`src/rtl/axi_ax_snoop_stream_buf.sv`:
```
// AXI4 Ax-channel snooper: forwards AR/AW unchanged and queues each handshake
// as a header packet, split into DATA_WIDTH-bit beats on a valid/ready stream.
module axi_ax_snoop_stream_buf #(
    parameter int DATA_WIDTH        = 64,
    parameter int ADDR_WIDTH        = 64,
    parameter int ID_WIDTH          = 32,
    parameter int BURST_LEN         = 8,
    parameter int LOCK_WIDTH        = 2,
    parameter int USER_WIDTH        = 64,
    parameter int STREAM_TYPE_WIDTH = 3,
    parameter logic [STREAM_TYPE_WIDTH-1:0] STREAM_TYPE = '0,
    parameter int DEPTH             = 4,
    parameter int BLOCKING          = 1,
    parameter int CNT_WIDTH         = 16
) (
    input  logic                  clk,
    input  logic                  resetn,
    input  logic                  ready,
    output logic                  valid,
    output logic                  in_progress,
    output logic                  last,
    output logic [DATA_WIDTH-1:0] data,
    output logic [CNT_WIDTH-1:0]  drop_count,

    input  logic [ID_WIDTH-1:0]   AXIS_axid,
    input  logic [ADDR_WIDTH-1:0] AXIS_axaddr,
    input  logic [BURST_LEN-1:0]  AXIS_axlen,
    input  logic [2:0]            AXIS_axsize,
    input  logic [1:0]            AXIS_axburst,
    input  logic [LOCK_WIDTH-1:0] AXIS_axlock,
    input  logic [3:0]            AXIS_axcache,
    input  logic [2:0]            AXIS_axprot,
    input  logic [3:0]            AXIS_axregion,
    input  logic [3:0]            AXIS_axqos,
    input  logic [USER_WIDTH-1:0] AXIS_axuser,
    input  logic                  AXIS_axvalid,
    output logic                  AXIS_axready,

    output logic [ID_WIDTH-1:0]   AXIM_axid,
    output logic [ADDR_WIDTH-1:0] AXIM_axaddr,
    output logic [BURST_LEN-1:0]  AXIM_axlen,
    output logic [2:0]            AXIM_axsize,
    output logic [1:0]            AXIM_axburst,
    output logic [LOCK_WIDTH-1:0] AXIM_axlock,
    output logic [3:0]            AXIM_axcache,
    output logic [2:0]            AXIM_axprot,
    output logic [3:0]            AXIM_axregion,
    output logic [3:0]            AXIM_axqos,
    output logic [USER_WIDTH-1:0] AXIM_axuser,
    output logic                  AXIM_axvalid,
    input  logic                  AXIM_axready
);

    localparam int TOP_W  = STREAM_TYPE_WIDTH + ID_WIDTH + BURST_LEN;
    localparam int HDR_W  = TOP_W + ADDR_WIDTH;
    localparam int BEATS  = (HDR_W + DATA_WIDTH - 1) / DATA_WIDTH;
    localparam int WORD_W = BEATS * DATA_WIDTH;
    localparam int ENT_W  = ID_WIDTH + BURST_LEN + ADDR_WIDTH;
    localparam int AW     = $clog2(DEPTH);
    localparam int BW     = (BEATS > 1) ? $clog2(BEATS) : 1;
    localparam logic [BW-1:0] LAST_BEAT = BW'(BEATS - 1);
    localparam logic NONBLK = (BLOCKING == 0);

    typedef enum logic {
        IDLE,
        SEND
    } state_e;

    state_e            state_q, state_d;
    logic [BW-1:0]     beat_q, beat_d;
    logic [AW:0]       wr_q, wr_d, rd_q, rd_d;
    logic [CNT_WIDTH-1:0] cnt_q, cnt_d;
    logic [ENT_W-1:0]  mem_q [DEPTH];
    logic [ENT_W-1:0]  head;
    logic [WORD_W-1:0] word;

    logic full, empty, one_left;
    logic gate, capture, push, drop, pop;

    // Passthrough stays combinational and is never gated while in reset
    assign AXIM_axid     = AXIS_axid;
    assign AXIM_axaddr   = AXIS_axaddr;
    assign AXIM_axlen    = AXIS_axlen;
    assign AXIM_axsize   = AXIS_axsize;
    assign AXIM_axburst  = AXIS_axburst;
    assign AXIM_axlock   = AXIS_axlock;
    assign AXIM_axcache  = AXIS_axcache;
    assign AXIM_axprot   = AXIS_axprot;
    assign AXIM_axregion = AXIS_axregion;
    assign AXIM_axqos    = AXIS_axqos;
    assign AXIM_axuser   = AXIS_axuser;

    assign full     = (wr_q[AW] != rd_q[AW]) && (wr_q[AW-1:0] == rd_q[AW-1:0]);
    assign empty    = (wr_q == rd_q);
    assign one_left = ((wr_q - rd_q) == (AW+1)'(1));

    assign gate         = ~resetn | ~full | NONBLK;
    assign AXIM_axvalid = AXIS_axvalid & gate;
    assign AXIS_axready = AXIM_axready & gate;

    assign capture = resetn & AXIS_axvalid & AXIM_axready & gate;
    assign push    = capture & ~full;
    assign drop    = capture & full;

    assign valid       = (state_q == SEND);
    assign in_progress = valid;
    assign last        = valid & (beat_q == LAST_BEAT);
    assign pop         = last & ready;

    assign head = mem_q[rd_q[AW-1:0]];

    always_comb begin
        word = '0;
        word[ADDR_WIDTH-1:0] = head[ADDR_WIDTH-1:0];
        word[WORD_W-1 -: TOP_W] = {STREAM_TYPE, head[ENT_W-1:ADDR_WIDTH]};
        data = '0;
        // Beat 0 carries the most significant slice
        for (int b = 0; b < BEATS; b++) begin
            if (valid && beat_q == BW'(b)) begin
                data = word[(BEATS-1-b)*DATA_WIDTH +: DATA_WIDTH];
            end
        end
    end

    always_comb begin
        state_d = state_q;
        beat_d  = beat_q;
        unique case (state_q)
            IDLE: begin
                if (!empty || push) begin
                    state_d = SEND;
                    beat_d  = '0;
                end
            end
            SEND: begin
                if (ready) begin
                    if (beat_q == LAST_BEAT) begin
                        beat_d  = '0;
                        state_d = (!one_left || push) ? SEND : IDLE;
                    end else begin
                        beat_d = beat_q + BW'(1);
                    end
                end
            end
            default: state_d = IDLE;
        endcase
    end

    always_comb begin
        wr_d  = wr_q + (AW+1)'(push);
        rd_d  = rd_q + (AW+1)'(pop);
        cnt_d = cnt_q;
        if (drop && cnt_q != '1) begin
            cnt_d = cnt_q + CNT_WIDTH'(1);
        end
    end

    always_ff @(posedge clk) begin
        if (!resetn) begin
            state_q <= IDLE;
            beat_q  <= '0;
            wr_q    <= '0;
            rd_q    <= '0;
            cnt_q   <= '0;
        end else begin
            state_q <= state_d;
            beat_q  <= beat_d;
            wr_q    <= wr_d;
            rd_q    <= rd_d;
            cnt_q   <= cnt_d;
        end
    end

    // Storage is flushed through the pointers, so it needs no reset
    always_ff @(posedge clk) begin
        if (push) begin
            mem_q[wr_q[AW-1:0]] <= {AXIS_axid, AXIS_axlen, AXIS_axaddr};
        end
    end

    assign drop_count = cnt_q;

endmodule

```
`config.mk`:
```
export PLATFORM = sky130hd
export DESIGN_NAME = axi_ax_snoop_stream_buf
export DESIGN_NICKNAME = d
export VERILOG_FILES = /design/src/rtl/axi_ax_snoop_stream_buf.sv
export SDC_FILE = /design/constraint.sdc
export NUM_CORES = 1
export LEC_CHECK = 0
export ABC_AREA = 0
export BUFFER_PORTS_ARGS = -buffer_cell sky130_fd_sc_hd__buf_4
export CORE_AREA = 4 4 232 234
export CTS_CLUSTER_SIZE = 10
export DETAILED_ROUTE_END_ITERATION = 12
export DIE_AREA = 0 0 236 238
export SLEW_MARGIN = 20
export SYNTH_ARGS = -nofsm -noshare
export SYNTH_HDL_FRONTEND = slang
export SYNTH_SLANG_ARGS = --single-unit
```
`constraint.sdc`:
```
create_clock -name clk -period 11.5 [get_ports clk]
set_input_delay 2.3 -clock clk [delete_from_list [all_inputs] [get_ports clk]]
set_output_delay 2.3 -clock clk [all_outputs]
set_load 0.01 [all_outputs]
```
Word-level counts from Yosys, hierarchy flattened
Memory sizes are Yosys's and may differ from the RTL's. A register that Yosys moved wholly into a read port is not among the register bits.
Cells that the tools add are included.
{ "word_totals": {"regBits": 24, "ram_bits": 416, "in_bits": 195, "output_inout_bits": 275, "word_cells": 55, "memories": 1} }
{ "mem_list": {"columns": ["name", "words", "width", "read_ports", "rd_ports_with_merged_regs", "wr", "line_no", "rtl"], "rows": [
  ["mem_q", 4, 104, 1, 1, 1, "73", "logic [ENT_W-1:0] mem_q [DEPTH];"]
]} }
{ "classes": {"add_sub_neg": 5, "n_eq_ne": 7, "n_mux": 14, "n_bitwise": 14, "n_reduce_logical": 9} }
{ "ops": {"columns": ["cell", "count"], "rows": [
  ["$mux W64", 1],
  ["$mux W61", 1],
  ["$add A16 B1 Y16 const B", 1],
  ["$ne A16 B16 Y1 const B", 1],
  ["$and A1 B1 Y1", 9],
  ["$mux W1", 9],
  ["$add A3 B1 Y3", 2],
  ["$logic_and A1 B1 Y1", 4],
  ["$ne A2 B2 Y1 const B", 2],
  ["$not A1 Y1", 4],
  ["$pmux W1 S2", 2],
  ["$eq A3 B1 Y1 const B", 1],
  ["$eq A3 B3 Y1", 1],
  ["$sub A3 B3 Y3", 1],
  ["$eq A2 B2 Y1", 1],
  ["$logic_not A1 Y1", 2],
  ["$logic_or A1 B1 Y1", 2],
  ["$mux W2", 1],
  ["$reduce_and A2 Y1", 1],
  ["$add A1 B1 Y1 const B", 1],
  ["$ne A1 B1 Y1", 1],
  ["$or A1 B1 Y1", 1]
]} }

Longest topological paths before layout
{ "depth": {"depth_word": 11, "mapped_depth": 11, "mapped_depth_nobuf": 8} }

Worst setup path before layout
OpenSTA, ideal clock, no wires.
{ "synth_path": {"kind": "input -> register", "start": "in AXIM_axready", "end": "mem mem_q[0][0] in the netlist's numbering (enable)", "setup_time_ps": 695, "t_arrival_ps": 9637, "path_slack_ps": 1168, "cell_stages": 3, "path_buffers": 0, "cell_sequence": "nand3_1 -> a31o_2 -> nor3_1"} }
{ "synth_between": {"elab_chain_cells": 5} }
{ "synth_rtl": {"columns": ["element", "line_no", "rtl"], "rows": [
  ["from (decl)", "51", "input logic AXIM_axready"],
  ["$and A1 B1 Y1 (2 in series)", "101", "assign capture = resetn & AXIS_axvalid & AXIM_axready & gate;"],
  ["$and A1 B1 Y1", "102", "assign push = capture & ~full;"],
  ["$mux W1", "176", "if (push) begin"],
  ["$mux W1 (implied by the code)", "177", "mem_q[wr_q[AW-1:0]] <= {AXIS_axid, AXIS_axlen, AXIS_axaddr};"],
  ["to (decl)", "73", null]
]} }
Every way passes these cells.

==> flow_metrics.env <==
export IMPL_status="finished, final reports clean"
export IMPL_cp_max_fo=38
export IMPL_detail_route_wirelength_um=39680
export IMPL_pwr_share_seq=0.528
export IMPL_route_detailed_drc=0
export IMPL_hold_depth=1
export IMPL_grt_util_all_layers=0.1358
export IMPL_die_area_mm2=0.05617
export IMPL_clockRootBuffer="sky130_fd_sc_hd__clkbuf_16"
export IMPL_worst_hold_path_type="reg -> reg"
export IMPL_diodes=0
export IMPL_first_pass_grt_wire_length_um=57450
export IMPL_timing_slew_headroom=0.3044
export IMPL_crit_chain="buf_4 -> buf_4 -> mux4_1 -> a22o_1 -> buf_4"
export IMPL_switchingPower_mw=0.6740
export IMPL_setup_tns_final_ns=0
export IMPL_power_share_switching=0.2003
export IMPL_yosys_area_top_type_share=0.6946
export IMPL_avgRoutedWirePerCell_um=22.67
export IMPL_regToRegStartpoint="rd_q[1]$_SDFF_PN0_"
export IMPL_drv_slew=0
export IMPL_internal_power_mw=2.691
export IMPL_setup_ws_ns=5.289
export IMPL_die_height_um=238
export IMPL_finalWeightedCongestion=0.6760
export IMPL_fraction_of_final_layout_cells_with_drive_strength_greater_than_1=0.4360
export IMPL_cts_tree="built"
export IMPL_routed_via_count=8335
export IMPL_synthDistinctLibCells=31
export IMPL_r2r_setup_slack_ns=7.21
export IMPL_holdBufCountCts=0
export IMPL_top_post_synthesis_cells_by_area="sky130_fd_sc_hd__edfxtp_1, sky130_fd_sc_hd__mux4_2, sky130_fd_sc_hd__buf_4, sky130_fd_sc_hd__dfxtp_1, sky130_fd_sc_hd__mux4_1"
export IMPL_grt_antenna_before_repair=0
export IMPL_buffer_ports_inserted=297
export IMPL_ctsHtreeMaxLevel=2
export IMPL_seq_area_frac_synth=0.7213
export IMPL_period_minus_slack_ns=6.211
export IMPL_ctsLongestPathBuffers=3
export IMPL_synth_largest_area_cell="sky130_fd_sc_hd__edfxtp_1"
export IMPL_worst_endpoint_arrival_ns=3.91
export IMPL_clk_insertion_delay_late_ns=0.57
export IMPL_worst_ep_required_time_ns=9.20
export IMPL_initial_utilization=0.3457
export IMPL_grt_ovfl_total=0
export IMPL_post_synth_instance_area_mm2=0.01798
export IMPL_via_count_of_the_first_global_routing_pass=8828
export IMPL_crit_slowest_cell="sky130_fd_sc_hd__buf_4"
export IMPL_grt_setup_unrepaired="false"
export IMPL_hp_start="drop_count[2]$_SDFFE_PN0P_"
export IMPL_fmax_mhz=161.0
export IMPL_timing_worst_setup_path_type="reg -> out"
export IMPL_io_pins=470
export IMPL_pwr_cell_area_mw_per_mm2=160.6
export IMPL_actual_transition_at_the_worst_max_transition_pin_ns=1.043
export IMPL_place_hpwl_um=24130
export IMPL_power_frac_comb=0.052
export IMPL_critical_path_n_buffers_inverters=3
export IMPL_critical_path_reg2reg_endpoint="mem_q[0][21]$_DFFE_PP_"
export IMPL_viasPerCell=4.763
export IMPL_fin_crit_sh=0.5401
export IMPL_critPathTopFamily="buffers and inverters"
export IMPL_drtPass1Iterations=4
export IMPL_cts_resized=0
export IMPL_synth_nets=1096
export IMPL_postSynthAreaPerCell_um2=20.12
export IMPL_setup_violations_final=0
export IMPL_max_cap_violations=0
export IMPL_grt_start_max_net_pins=67
export IMPL_preCtsSetupSlack_ns=5.689
export IMPL_startpoint_type="register"
export IMPL_p_leak_nw=7.204
export IMPL_total_cts_buffers=51
export IMPL_synthesis_yosys_warnings=0
export IMPL_syn_inst=894
export IMPL_timing_critical_path_to_type="output pin"
export IMPL_flow_area_growth_from_synthesis_pct=16.52
export IMPL_die_width_um=236
export IMPL_clk_pin_slew_ns=0.05
export IMPL_reg2regPathDepth=6
export IMPL_final_net_count=1231
export IMPL_cpPeakStageDelay_ns=0.77
export IMPL_irDropWorstVdd_v=0.0001150
export IMPL_critical_path_top_cell_by_count="sky130_fd_sc_hd__buf_4"
export IMPL_core_region_area_mm2=0.05202
export IMPL_clock_sinks=440
export IMPL_drt_first_iter_violations=412
export IMPL_post_cts_setup_buffers=0
export IMPL_ant_nets=0
export IMPL_clock_power_share=0.420
export IMPL_fp_row_count=84
export IMPL_ys_seq_elements=440
export IMPL_fin_worst_skew_ns=0.01428
export IMPL_hold_viol_final=0
export IMPL_timing_hold_worst_endpoint="drop_count[2]$_SDFFE_PN0P_"
-- power groups by stage --
| stage | clock network (mW) | logic [mW] | registers, mW |
|---|---|---|---|
| 6_report | 1.41 | 0.176 | 1.78 |
| 5_1_grt | 1.53 | 0.190 | 1.78 |
| 4_1_cts | 1.46 | 0.181 | 1.78 |
| 3_5_place_dp | 0 | 0.180 | 1.81 |
| 3_3_place_gp | 0 | 0.178 | 1.81 |
| 2_1_floorplan | 0 | 0.118 | 1.81 |
-- synthesized netlist by cell type (all sizes together) --
library cell / number
inv: 5
nor2b: 1
and2: 47
a22o: 40
and3: 2
nand2b: 1
xnor2: 2
nor3: 4
o311a: 1
a21oi: 1
a311oi: 1
edfxtp: 416
nand3: 1
buf: 211
ha: 6
fa: 1
mux4: 104
a31o: 1
clkbuf: 17
or4: 1
nand2: 1
nand4b: 1
xor2: 2
nor2: 2
nand4: 1
dfxtp: 24
-- placed cells by master (no fill, tap or decap), drive strengths merged, types with 4 or more instances in the layout --
cell type  netlist  routed
inv              5       6
edfxtp         416     416
and2            47      47
clkbuf          17      81
nor3             4       4
clkinv           0       4
ha               6       6
a22o            40      40
mux4           104     104
buf            211     310
dfxtp           24      24
-- cell type report --
type	count	area [um2]
tap	688	860.8
multi-input combinational	221	3322
fill	4625	31070
sequential	440	12980
clock inverter	5	26.28
inverter	5	18.77
clock buffer	81	1420
timing repair buffer	310	2327
-- registers in the layout (all words and copies together), names as in the netlist --
signal / count
beat_q: 1
mem_q: 416
rd_q: 3
wr_q: 3
in_progress: 1
drop_count: 16
-- layer usage --
| metal | up-vias | share of wire | track usage |
|---|---|---|---|
| li1 | 3627 | - | - |
| met1 | 4285 | 0.38 | 0.1656 |
| met2 | 275 | 0.51 | 0.2308 |
| met3 | 148 | 0.070 | 0.03259 |
| met4 | 0 | 0.045 | 0.06193 |
| met5 | - | 0 | 0 |
-- stage by stage --
step,hold slack (ns),total power [mW],instance area [um2],utilization,instances
floorplan,0.4756,1.929,17980,-,894
global placement,0.4472,1.986,19510,0.3750,1664
detailed placement,0.4479,1.989,19510,0.3750,1664
CTS,0.4684,3.418,20960,0.4028,1750
global route,0.4882,3.497,20960,0.4028,1750
finish,0.4626,3.365,20960,0.4028,1750
-- worst max path at each step --
| stage | startpoint | end | slack (ns) | cells after the start |
|---|---|---|---|---|
| floorplan | AXIM_axready | mem_q[0][0]$_DFFE_PP_ | 1.17 | 3 |
| global placement | rd_q[0]$_SDFF_PN0_ | data[34] | 5.70 | 5 |
| detailed placement | rd_q[0]$_SDFF_PN0_ | data[26] | 5.69 | 5 |
| CTS | rd_q[0]$_SDFF_PN0_ | data[36] | 5.07 | 5 |
| global route | rd_q[0]$_SDFF_PN0_ | data[26] | 4.86 | 5 |
| finish | rd_q[0]$_SDFF_PN0_ | data[26] | 5.29 | 5 |
-- kinds of logic (layout without fill, tap and decap cells) --
logic type / after synthesis / count (layout) / share of synthesized area
flip-flops: 440 / 440 / 0.7213
buffers and inverters: 233 / 401 / 0.09559
multiplexers: 104 / 104 / 0.1336
AND/OR/NAND/NOR: 62 / 62 / 0.02101
AO/OA/AOI/OAI: 44 / 44 / 0.02129
adder cells (fa/ha/maj): 7 / 7 / 0.005287
XOR/XNOR: 4 / 4 / 0.001948
Power figures use the tool's default switching activity.
